===== src/rtl/digits_frame_streamer_if.sv =====
// Pixel byte stream from the frame streamer to the SSD1306 data sender.
// Carries the byte, its valid/ready handshake and the page/frame markers.
interface digits_frame_streamer_if;
  logic [7:0] data_out;
  logic       data_valid_out;
  logic       data_ready_in;
  logic       page_start_out;
  logic       last_out;

  modport master (
    output data_out,
    output data_valid_out,
    output page_start_out,
    output last_out,
    input  data_ready_in
  );

  modport slave (
    input  data_out,
    input  data_valid_out,
    input  page_start_out,
    input  last_out,
    output data_ready_in
  );
endinterface


===== src/rtl/digits_frame_streamer.sv =====
// Walks page/digit/column over a segment snapshot, drives the glyph decoder
// and streams its column bytes in SSD1306 page-addressing order.
module digits_frame_streamer #(
  parameter int DIGITS      = 6,
  parameter int DIGIT_WIDTH = 21
) (
  input  logic                  clk_in,
  input  logic                  reset_in,
  input  logic                  start_in,
  input  logic [7*DIGITS-1:0]   segments_in,
  output logic [6:0]            dec_segments_out,
  output logic [4:0]            dec_index_x_out,
  output logic [1:0]            dec_index_y_out,
  input  logic [7:0]            dec_pixels_in,
  digits_frame_streamer_if.master stream,
  output logic                  busy_out,
  output logic                  done_out
);

  localparam int DIG_W = (DIGITS > 1) ? $clog2(DIGITS) : 1;

  typedef enum logic [1:0] {
    IDLE,
    STREAM,
    DRAIN
  } state_t;

  state_t state, state_next;

  logic [4:0]          col;
  logic [DIG_W-1:0]    dig;
  logic [1:0]          page;
  logic [7*DIGITS-1:0] snap;

  logic col_end, dig_end, page_end, at_final;
  logic load_en, handshake;

  assign col_end   = (col == 5'(DIGIT_WIDTH-1));
  assign dig_end   = (dig == DIG_W'(DIGITS-1));
  assign page_end  = (page == 2'd3);
  assign at_final  = col_end && dig_end && page_end;
  assign handshake = stream.data_valid_out && stream.data_ready_in;
  assign load_en   = (state == STREAM) &&
                     (!stream.data_valid_out || stream.data_ready_in);

  assign dec_index_x_out = col;
  assign dec_index_y_out = page;
  assign busy_out        = (state != IDLE);

  always_comb begin
    dec_segments_out = '0;
    for (int d = 0; d < DIGITS; d++)
      if (dig == DIG_W'(d))
        dec_segments_out = snap[7*d +: 7];
  end

  always_ff @(posedge clk_in) begin
    if (reset_in) state <= IDLE;
    else          state <= state_next;
  end

  always_comb begin
    state_next = state;
    unique case (state)
      IDLE:    if (start_in)            state_next = STREAM;
      STREAM:  if (load_en && at_final) state_next = DRAIN;
      DRAIN:   if (handshake)           state_next = IDLE;
      default:                          state_next = IDLE;
    endcase
  end

  always_ff @(posedge clk_in) begin
    if (reset_in) begin
      col                   <= '0;
      dig                   <= '0;
      page                  <= '0;
      snap                  <= '0;
      stream.data_out       <= '0;
      stream.data_valid_out <= 1'b0;
      stream.page_start_out <= 1'b0;
      stream.last_out       <= 1'b0;
      done_out              <= 1'b0;
    end else begin
      done_out <= 1'b0;
      unique case (state)
        IDLE: begin
          if (start_in) begin
            snap <= segments_in;
            col  <= '0;
            dig  <= '0;
            page <= '0;
          end
        end
        STREAM: begin
          if (load_en) begin
            stream.data_out       <= dec_pixels_in;
            stream.data_valid_out <= 1'b1;
            stream.page_start_out <= (col == '0) && (dig == '0);
            stream.last_out       <= at_final;
            // Counters hold on the final byte so the decoder inputs stay put.
            if (!at_final) begin
              if (!col_end) begin
                col <= col + 5'd1;
              end else begin
                col <= '0;
                if (!dig_end) begin
                  dig <= dig + DIG_W'(1);
                end else begin
                  dig  <= '0;
                  page <= page + 2'd1;
                end
              end
            end
          end
        end
        DRAIN: begin
          if (handshake) begin
            stream.data_valid_out <= 1'b0;
            stream.last_out       <= 1'b0;
            done_out              <= 1'b1;
          end
        end
        default: ;
      endcase
    end
  end

endmodule


===== src/flat_wrapper.sv =====
// flat-port wrapper written by rule: the top's interface ports become plain ports
module digits_frame_streamer_flat 
#(
  parameter int DIGITS      = 6,
  parameter int DIGIT_WIDTH = 21
)
  (clk_in, reset_in, start_in, segments_in, dec_segments_out, dec_index_x_out, dec_index_y_out, dec_pixels_in, busy_out, done_out, stream_data_out, stream_data_valid_out, stream_page_start_out, stream_last_out, stream_data_ready_in);
  digits_frame_streamer_if stream_i ();
  input  logic clk_in;
  input  logic reset_in;
  input  logic start_in;
  input  logic [7*DIGITS-1:0] segments_in;
  output logic [6:0] dec_segments_out;
  output logic [4:0] dec_index_x_out;
  output logic [1:0] dec_index_y_out;
  input  logic [7:0] dec_pixels_in;
  output logic busy_out;
  output logic done_out;
  output wire logic [$bits(stream_i.data_out)-1:0] stream_data_out;
  output wire logic [$bits(stream_i.data_valid_out)-1:0] stream_data_valid_out;
  output wire logic [$bits(stream_i.page_start_out)-1:0] stream_page_start_out;
  output wire logic [$bits(stream_i.last_out)-1:0] stream_last_out;
  input wire logic [$bits(stream_i.data_ready_in)-1:0] stream_data_ready_in;
  assign stream_data_out = stream_i.data_out;
  assign stream_data_valid_out = stream_i.data_valid_out;
  assign stream_page_start_out = stream_i.page_start_out;
  assign stream_last_out = stream_i.last_out;
  assign stream_i.data_ready_in = stream_data_ready_in;
  digits_frame_streamer #(.DIGITS(DIGITS), .DIGIT_WIDTH(DIGIT_WIDTH)) u_core (.clk_in(clk_in), .reset_in(reset_in), .start_in(start_in), .segments_in(segments_in), .dec_segments_out(dec_segments_out), .dec_index_x_out(dec_index_x_out), .dec_index_y_out(dec_index_y_out), .dec_pixels_in(dec_pixels_in), .stream(stream_i), .busy_out(busy_out), .done_out(done_out));
endmodule

===== config.mk =====
export PLATFORM = sky130hd
export DESIGN_NAME = digits_frame_streamer_flat
export DESIGN_NICKNAME = d
export VERILOG_FILES = /design/src/rtl/digits_frame_streamer_if.sv /design/src/rtl/digits_frame_streamer.sv /design/src/flat_wrapper.sv
export SDC_FILE = /design/constraint.sdc
export NUM_CORES = 1
export LEC_CHECK = 0
export ABC_AREA = 1
export CELL_PAD_IN_SITES_DETAIL_PLACEMENT = 1
export CELL_PAD_IN_SITES_GLOBAL_PLACEMENT = 2
export CORE_ASPECT_RATIO = 0.5
export CORE_MARGIN = 5
export CORE_UTILIZATION = 28
export DETAILED_ROUTE_END_ITERATION = 10
export MAX_ROUTING_LAYER = met4
export PLACE_DENSITY = 0.89
export SLEW_MARGIN = 20
export SYNTH_ARGS = -nofsm -noshare
export SYNTH_HDL_FRONTEND = slang
export SYNTH_SLANG_ARGS = --single-unit

===== constraint.sdc =====
create_clock -name clk_in -period 5 [get_ports clk_in]
set_clock_uncertainty 0.05 [all_clocks]
set_input_delay 1.5 -clock clk_in [delete_from_list [all_inputs] [get_ports clk_in]]
set_output_delay 1.5 -clock clk_in [all_outputs]
set_load 0.02 [all_outputs]

Yosys cells after proc, flatten, opt, wreduce, memory -nomap -nowiden. Index checks and enable logic that the tools add are counted.

Bits in registers: 66. Input bits: 54. Output and inout bits: 27. Word-level logic and storage cells: 85.

Add/sub/neg operators: 3. Equality and inequality tests: 16. Muxes and demuxes: 33. Bitwise logic cells: 1. Reduce and logical (&&, ||, !) cells: 22.

Operator list (number): $mux 7 (6); $mux 5 (4); $mux 2 (8); $mux 3 (5); $pmux 5 s2 (1); $ne 2x1->1 const B (4); $eq 3x2->1 const B (2); $eq 3x3->1 const B (2); $logic_and 1x1->1 (6); $ne 2x2->1 const B (3); $pmux 2 s3 (1); $pmux 3 s2 (1); $reduce_and 3->1 (2); $reduce_and 6->1 (1); $reduce_bool 2->1 (3); $add 5x1->5 const B (1); $eq 5x5->1 const B (1); $logic_not 5->1 (1); $reduce_and 5->1 (1); $eq 2x2->1 const B (2); $mux 1 (4); $pmux 1 s2 (2); $pmux 2 s2 (1); $reduce_and 2->1 (2); other kinds (11) (11).

Depth between registers and ports, before layout. Gate-level depths: netlist (run 1).

Depth after elaboration: 7. Gate-level depth with buffers: 10.

Worst setup path after synthesis (run 1). OpenSTA, ideal clock, no wires.

Kind: register to output. From: reg u_core.dig[2]. To: out dec_segments_out[5]. Arrival time: 1276 ps. Required time: 3450 ps. Path slack: 2174 ps. Stages on the path, launching flop included: 9. Cells stage by stage: dfxtp_1 > inv_1 > ha_1 > buf_2 > inv_1 > nand2_1 > nand3_1 > nand2_1 > nand2_1.

Cells in the longest elaborated chain, start to end: 7.

RTL lines: start: declaration (line digits_frame_streamer.sv:31) `logic [DIG_W-1:0] dig;`; start signal: assignment (line digits_frame_streamer.sv:107) `dig <= dig + DIG_W'(1);`; $logic_not 3->1 (line digits_frame_streamer.sv:53) `if (dig == DIG_W'(d))`; $mux 7 (5 in series) (line digits_frame_streamer.sv:53); $mux 7 * (line digits_frame_streamer.sv:53); end: declaration (line flat_wrapper.sv:13) `output logic [6:0] dec_segments_out;`.

Mark *: on every way between the ends. The rest lies on a longest branch, timed or not.

Final worst setup path (run 1).
From: reg u_core.dig[1]. To: out dec_segments_out[2].

The elaborated chain is that of the path after synthesis.

==> implementation parameters, run 1 <==
Parameter                              Value

Clock network
  Max clock buf depth    2
  Post-cts resize count    0
  Total of hold buffers inserted after clock tree synthesis    0
  Number of buffers inserted during clock tree synthesis    9
  Clock root cell    clkbuf_16
  Setup repair bufs after CTS    0
  TritonCTS sink count    between 60 and 70
  Clock network latency to the later pin of the worst-skew pair    around 0.33 ns
  Post-CTS clock slew at the launch and capture registers of the worst setup and hold paths    about 0.050 ns
  Number of H-tree levels    3
  CTS tree    built

Worst setup path
  Startpoint types    register
  Critical path fanouts, max    7
  Data arrival time of the worst path    approximately 2.3 ns
  Data required time of the critical path    roughly 3.5 ns
  Sort of element at the end of the critical path    primary output
  Type of the worst setup path    register to primary output

Power
  Leakage power figure    between 1.5 and 2 nW
  Total power divided by cell area    about 350 nW/um2
  Max IR drop VDD    around 0.16 mV

GRT
  Number of global-route vias before repair    3081
  Overall track demand over capacity in global routing    between 10% and 20%
  GR Overflow Total    0
  Global-route wire length before repair    roughly 15000 um
  Largest net degree at the start of global routing    45
  Antenna violations before repair    0

Die
  Placement row count    26
  Starting density of the core    29.0%
  X dimension of the die    ~160 um
  Vertical extent of the die    83.1 um
  Floorplan die area    between 10000 and 15000 um2
  Core area    between 10000 and 15000 um2
  Num ports    81

Detailed routing
  WL final    between 8000 and 9000 um
  Post-detailed-route DRC marker count    0
  Number of nets with antenna violations after routing    0
  Vias per cell    4.46
  Starting DRC count in detailed routing    between 100 and 150
  Vias after detailed routing    ~2900
  Routed length per instance    13.1 um
  DR pass1 iterations    4

Yosys
  Library cells used by synthesis    26
  Sequential-to-total area share from yosys stat    44.2%
  Area of the mapped netlist    roughly 3000 um2
  Total of flip-flops plus latches after synthesis    between 60 and 70
  Gate count after technology mapping    435
  Avg Cell Area, Syn    slightly below 7 um2
  Total number of yosys warnings    0
  Cell type with the largest total area after synthesis    dfxtp_1
  Top post-synthesis cells by area    dfxtp_1 (44%), nor2_1 (16%), nand2_1 (11%)
  Net count after synthesis    493
  Synth top area share    44.2%

Timing
  Actual slew at the worst max-slew pin    0.567 ns
  Setup-failing EPs final    0
  Post-layout minimum cycle time    approximately 3.9 ns
  Setup TNS Final    0 ns
  Final hold viol count    0
  Pins over their slew limit    0
  Setup repair after global routing missed its margin    no
  Achievable clock frequency    ~0.26 GHz
  Final period util    between 70 and 80%
  Max-Slew Margin vs Limit    slightly above 60%

Placed design
  Final Wtd Congestion    0.774
  Cell total after placement    around 640
  Count of buffers inserted at the top-level ports    80
  Half-perimeter wire length of the detailed placement result    6470 um

Final layout
  Fill cell instance count of the final layout    between 1000 and 1500
  NumNets Final    between 500 and 600
  Most common cell after layout, fill and taps aside    nor2_1
  Commonest non-fill, non-tap cells in the layout    nor2_1 (130), nand2_1 (84), clkdlybuf4s50_1 (80)
  Cell Count, Final, Fillers Out    655
  Diode count    0
  Synthesis-to-layout area growth    39.9%
  Fraction of final layout cells with drive strength greater than 1    around 7%

Outcome
  Result of the run    completed

Job
  Max-cap viol count    0

Worst hold path
  Class of the tightest hold or removal check    register to register
==> routing by layer <==
metal | wire, um | GRT usage [%] | part of all wire [%]
met2 | 4080 | 23.2 | 48
met4 | 67 | 4.02 | 0.78
met5 | 0 | - | 0
met1 | 4090 | 17.8 | 48
met3 | 324 | 4.05 | 3.8
==> state kept, by name, indices dropped and copies added (netlist names) <==
register / cells
u_core.stream.last_out: 1
u_core.dec_index_y_out: 2
u_core.dig: 3
u_core.dec_index_x_out: 5
u_core.stream.data_out: 8
u_core.state: 2
u_core.done_out: 1
u_core.stream.data_valid_out: 1
u_core.snap: 42
u_core.stream.page_start_out: 1
==> cells in the mapped netlist <==
cell type	n
inv_1	22
nand3b_1	1
ha_1	4
nand4_2	1
nand2_4	2
nor2_1	130
clkinv_1	1
nand3_2	3
nand2_2	4
o21ai_0	51
dfxtp_1	66
nor2_8	1
nand2_1	84
nand4_1	2
buf_6	4
clkbuf_1	10
xnor2_1	1
buf_2	3
a21oi_1	17
nor3_2	2
buf_4	1
nand3_1	16
nor2_2	2
o22ai_1	2
inv_2	3
nor3_1	2
==> worst max-delay path: stages (launching register included) <==
cell,delay (ns)
dfxtp_1,0.43
nand2_1,0.11
nor2_1,0.36
nand2_1,0.14
nand3_1,0.11
nand2_1,0.05
nand2_1,0.06
nand2_1,0.05
nand2_1,0.07
clkdlybuf4s50_1,0.60
==> per-stage QoR <==
stage / util, % / worst slack (ns) / hold slack, ns / instance area [um2] / power (mW)
6_report: 40.6 / 1.13 / 0.430 / 4190 / 1.46
5_1_grt: 40.6 / 0.885 / 0.449 / 4190 / 1.54
4_1_cts: 40.6 / 1.07 / 0.434 / 4190 / 1.49
3_5_place_dp: 37.7 / 1.46 / 0.422 / 3890 / 0.853
3_3_place_gp: 37.7 / 1.50 / 0.412 / 3890 / 0.847
2_1_floorplan: - / 2.17 / 0.404 / 2990 / 0.740
==> cell families after synthesis <==
| logic type | after synthesis | synth area share [%] |
|---|---|---|
| buffers and inverters | 44 | 6.78 |
| AND/OR/NAND/NOR | 250 | 35.3 |
| AO/OA/AOI/OAI | 70 | 11.8 |
| adder cells (fa/ha/maj) | 4 | 1.67 |
| XOR/XNOR | 1 | 0.293 |
| flip-flops | 66 | 44.2 |
==> power breakdown <==
group	internal, mW	switching (mW)	leakage [nW]
Combinational	0.113	0.130	1.06
Sequential	0.567	0.0262	0.545
Clock	0.405	0.221	0.147
==> layout make-up <==
type                            count  area [um2]  share of cell area [%]
Inverter                           26        97.6                    2.33
Clock buffer                       11         253                    6.04
Timing Repair Buffer               84         831                    19.9
Clock inverter                      3        40.0                   0.957
Multi-Input combinational cell    325        1470                    35.1
Sequential cell                    66        1320                    31.6
Tap cell                          140         175                    4.19
==> final timing paths <==
kind,to,slack (ns),cells past startpoint,startpoint
worst max-delay path,dec_segments_out[2],1.13,9,u_core.dig[1]
worst min-delay path,u_core.snap[38],0.43,2,u_core.snap[38]
worst max register to register,u_core.snap[18],3.16,6,u_core.state[1]
worst min register to register,u_core.snap[38],0.43,2,u_core.snap[38]
Note: power is estimated with default switching activity, not from simulation.
==> run 2: changes to the inputs <==
--- a/config.mk
+++ b/config.mk
@@ -10,10 +10,10 @@
 export CELL_PAD_IN_SITES_GLOBAL_PLACEMENT = 2
 export CORE_ASPECT_RATIO = 0.5
 export CORE_MARGIN = 5
-export CORE_UTILIZATION = 28
+export CORE_UTILIZATION = 26
 export DETAILED_ROUTE_END_ITERATION = 10
 export MAX_ROUTING_LAYER = met4
-export PLACE_DENSITY = 0.89
+export PLACE_DENSITY = 0.84
 export SLEW_MARGIN = 20
 export SYNTH_ARGS = -nofsm -noshare
 export SYNTH_HDL_FRONTEND = slang
==> constraint.sdc (replaced) <==
create_clock -name clk_in -period 3.92 [get_ports clk_in]
set_clock_uncertainty 0.05 [all_clocks]
set_input_delay 1.176 -clock clk_in [delete_from_list [all_inputs] [get_ports clk_in]]
set_output_delay 1.176 -clock clk_in [all_outputs]
set_load 0.02 [all_outputs]
==> implementation parameters, run 2 (synthesis gave the netlist of run 1 again) <==
Parameter                              Value

Placed design
  Half-perimeter wire length of the detailed placement result    6470 um (about the same)
  Count of buffers inserted at the top-level ports    80 (unchanged)
  Final Wtd Congestion    0.776 (was 0.774)
  Placed standard-cell area    3890 um2 (about the same)

Clock network
  Max clock buf depth    2 (unchanged)
  Number of buffers inserted during clock tree synthesis    9 (unchanged)
  CTS tree    built (unchanged)
  Clock network latency to the later pin of the worst-skew pair    0.33 ns (about the same)
  Post-cts resize count    0 (unchanged)
  Post-CTS clock slew at the launch and capture registers of the worst setup and hold paths    0.06 ns (was 0.05 ns)
  Clock root cell    clkbuf_16 (unchanged)
  TritonCTS sink count    66 (unchanged)
  Total of hold buffers inserted after clock tree synthesis    0 (unchanged)
  Setup repair bufs after CTS    0 (unchanged)
  Number of H-tree levels    3 (unchanged)

Timing
  Final period util    90.5%
  Hold slack    0.414 ns (was 0.430 ns)
  Final hold viol count    0 (unchanged)
  Setup-failing EPs final    0 (unchanged)
  Post-layout minimum cycle time    3.55 ns
  Setup repair after global routing missed its margin    no (unchanged)
  Setup TNS Final    0 ns (unchanged)
  Achievable clock frequency    between 0.2 and 0.3 GHz
  Pins over their slew limit    0 (unchanged)
  Actual slew at the worst max-slew pin    0.552 ns (was 0.567 ns)
  Max-Slew Margin vs Limit    63.0% (was 62.0%)

Worst setup path
  Endpoint of the worst-slack reg-to-reg timing path    u_core.snap[0] (was u_core.snap[18])
  Type of the worst setup path    register to primary output (unchanged)
  Number of cell instances on the worst register-to-register path    6 (unchanged)
  Reg2Reg Setup Slack    2.24 ns (was 3.16 ns)
  Startpoint types    register (unchanged)
  Reg-to-Reg Start    u_core.state[1] (unchanged)
  Sort of element at the end of the critical path    primary output (unchanged)
  Data required time of the critical path    2.69 ns (was 3.45 ns)
  Critical path fanouts, max    7 (unchanged)
  Data arrival time of the worst path    2.32 ns (about the same)

Die
  Vertical extent of the die    85.9 um (was 83.1 um)
  Num ports    81 (unchanged)
  X dimension of the die    162 um (was 156 um)
  Starting density of the core    26.9% (was 29.0%)
  Core area    11100 um2 (was 10300 um2)
  Placement row count    27 (was 26)
  Floorplan die area    13900 um2 (was 13000 um2)

GRT
  Global Route met1 Usage    16.6% (was 17.8%)
  Overall track demand over capacity in global routing    13.4% (was 14.4%)
  Peak-usage layer in the global routing report    met2 (unchanged)
  GR Layer Usage met2    21.9% (was 23.2%)
  Number of global-route vias before repair    2990 (was 3081)
  Met3 Use GR    2.83% (was 4.05%)
  Global-route wire length before repair    14500 um (was 14900 um)
  Antenna violations before repair    0 (unchanged)
  GR Overflow Total    0 (unchanged)
  Largest net degree at the start of global routing    55 (was 45)

Final layout
  Fraction of final layout cells with drive strength greater than 1    6.98% (was 6.99%)
  Register bank with the most flops    u_core.snap (unchanged)
  Synthesis-to-layout area growth    39.2% (was 39.9%)
  NumNets Final    569 (was 570)
  Sequential cell area in the final layout    1320 um2 (unchanged)
  Fill cell instance count of the final layout    1378 (was 1276)
  Area of combinational cells with multiple inputs    1470 um2 (unchanged)
  Post-layout util    37.5% (was 40.6%)
  Most common cell after layout, fill and taps aside    nor2_1 (unchanged)
  Max FFs per register    42 (unchanged)
  Cell area after layout    4160 um2 (was 4190 um2)
  Diode count    0 (unchanged)
  Commonest non-fill, non-tap cells in the layout    nor2_1 (130), nand2_1 (84), clkdlybuf4s50_1 (80) (unchanged)

Power
  Gate power share    17.3% (was 16.6%)
  Internal power summed over all cells    1.31 mW (was 1.09 mW)
  Reg power frac    42.2% (was 40.6%)
  Net Sw Power    486 uW (was 377 uW)
  Total power divided by cell area    431 nW/um2 (was 349 nW/um2)
  Relative contribution of the clock network to total power    40.5% (was 42.8%)
  Max IR drop VDD    0.209 mV (was 0.160 mV)
  Switching power as a share of total power    27.1% (was 25.8%)
  Leakage power figure    1.73 nW (was 1.75 nW)

Detailed routing
  Starting DRC count in detailed routing    103 (was 101)
  WL final    8640 um (was 8560 um)
  Vias after detailed routing    2919 (was 2920)
  Routed length per instance    13.1 um (about the same)
  DR pass1 iterations    4 (unchanged)
  Post-detailed-route DRC marker count    0 (unchanged)
  Vias per cell    4.42 (was 4.46)
  Number of nets with antenna violations after routing    0 (unchanged)

Worst hold path
  Hold endpoint    u_core.stream.page_start_out (was u_core.snap[38])
  Class of the tightest hold or removal check    register to register (unchanged)
  Critical hold path startpoint    u_core.stream.page_start_out (was u_core.snap[38])
  Cell depth of the worst min-delay path    2 (unchanged)

Outcome
  Result of the run    completed (unchanged)

Job
  Max-cap viol count    0 (unchanged)
-- run 2: area by class of cell --
| class | instances | share of cell area [%] |
|---|---|---|
| sequential | 66 | 31.7 |
| inverter | 26 | 2.34 |
| clock buffer | 11 | 5.83 |
| tap | 145 | 4.36 |
| timing repair buffer | 83 | 19.8 |
| multi-input combinational | 325 | 35.2 |
| clock inverter | 5 | 0.721 |
-- run 2: per-stage QoR --
stage,setup slack (ns),total power [mW],cells
2_1_floorplan,1.42,0.944,435
3_3_place_gp,0.679,1.08,645
3_5_place_dp,0.721,1.09,645
4_1_cts,0.330,1.83,661
5_1_grt,0.0895,1.89,661
6_report,0.371,1.79,661
-- run 2: per-layer routing --
metal	share of wire (%)	wire, um	up-vias
li1	-	-	1526
met1	50	4300	1349
met2	46	4000	37
met3	2.6	226	7
met4	1.3	114	0
met5	0	0	-
-- run 2: worst max path at each step --
stage                        startpoint             endpoint  slack, ns  depth (start not counted)
after floorplan           u_core.dig[2]  dec_segments_out[5]       1.42                          8
after global placement    u_core.dig[1]  dec_segments_out[3]       0.68                          9
after detailed placement  u_core.dig[1]  dec_segments_out[5]       0.72                          9
after CTS                 u_core.dig[1]  dec_segments_out[3]       0.33                          9
after global routing      u_core.dig[1]  dec_segments_out[4]       0.09                          9
final                     u_core.dig[1]  dec_segments_out[4]       0.37                          9
-- run 2: power groups by stage --
stage / registers (mW) / clock network, mW / logic, mW
after floorplan: 0.778 / 0 / 0.166
after global placement: 0.770 / 0 / 0.313
after detailed placement: 0.771 / 0 / 0.318
after CTS: 0.757 / 0.750 / 0.319
after global routing: 0.763 / 0.775 / 0.352
final: 0.756 / 0.726 / 0.311
-- run 2: worst max-delay path, cell delays in order (launching register included) --
cell and delay (ns):
dfxtp_1 0.45, nand2_1 0.11, nor2_1 0.37, nand2_1 0.12, nand3_1 0.12, nand2_1 0.05, nand2_1 0.06, nand2_1 0.05
nand2_1 0.06, clkdlybuf4s50_1 0.60
==> run 3: changes to the inputs <==
--- a/config.mk
+++ b/config.mk
@@ -18,3 +18,4 @@
 export SYNTH_ARGS = -nofsm -noshare
 export SYNTH_HDL_FRONTEND = slang
 export SYNTH_SLANG_ARGS = --single-unit
+export TNS_END_PERCENT = 10
==> results of run 3 <==
The final DEF is identical to that of run 2; final timing and power are the same.
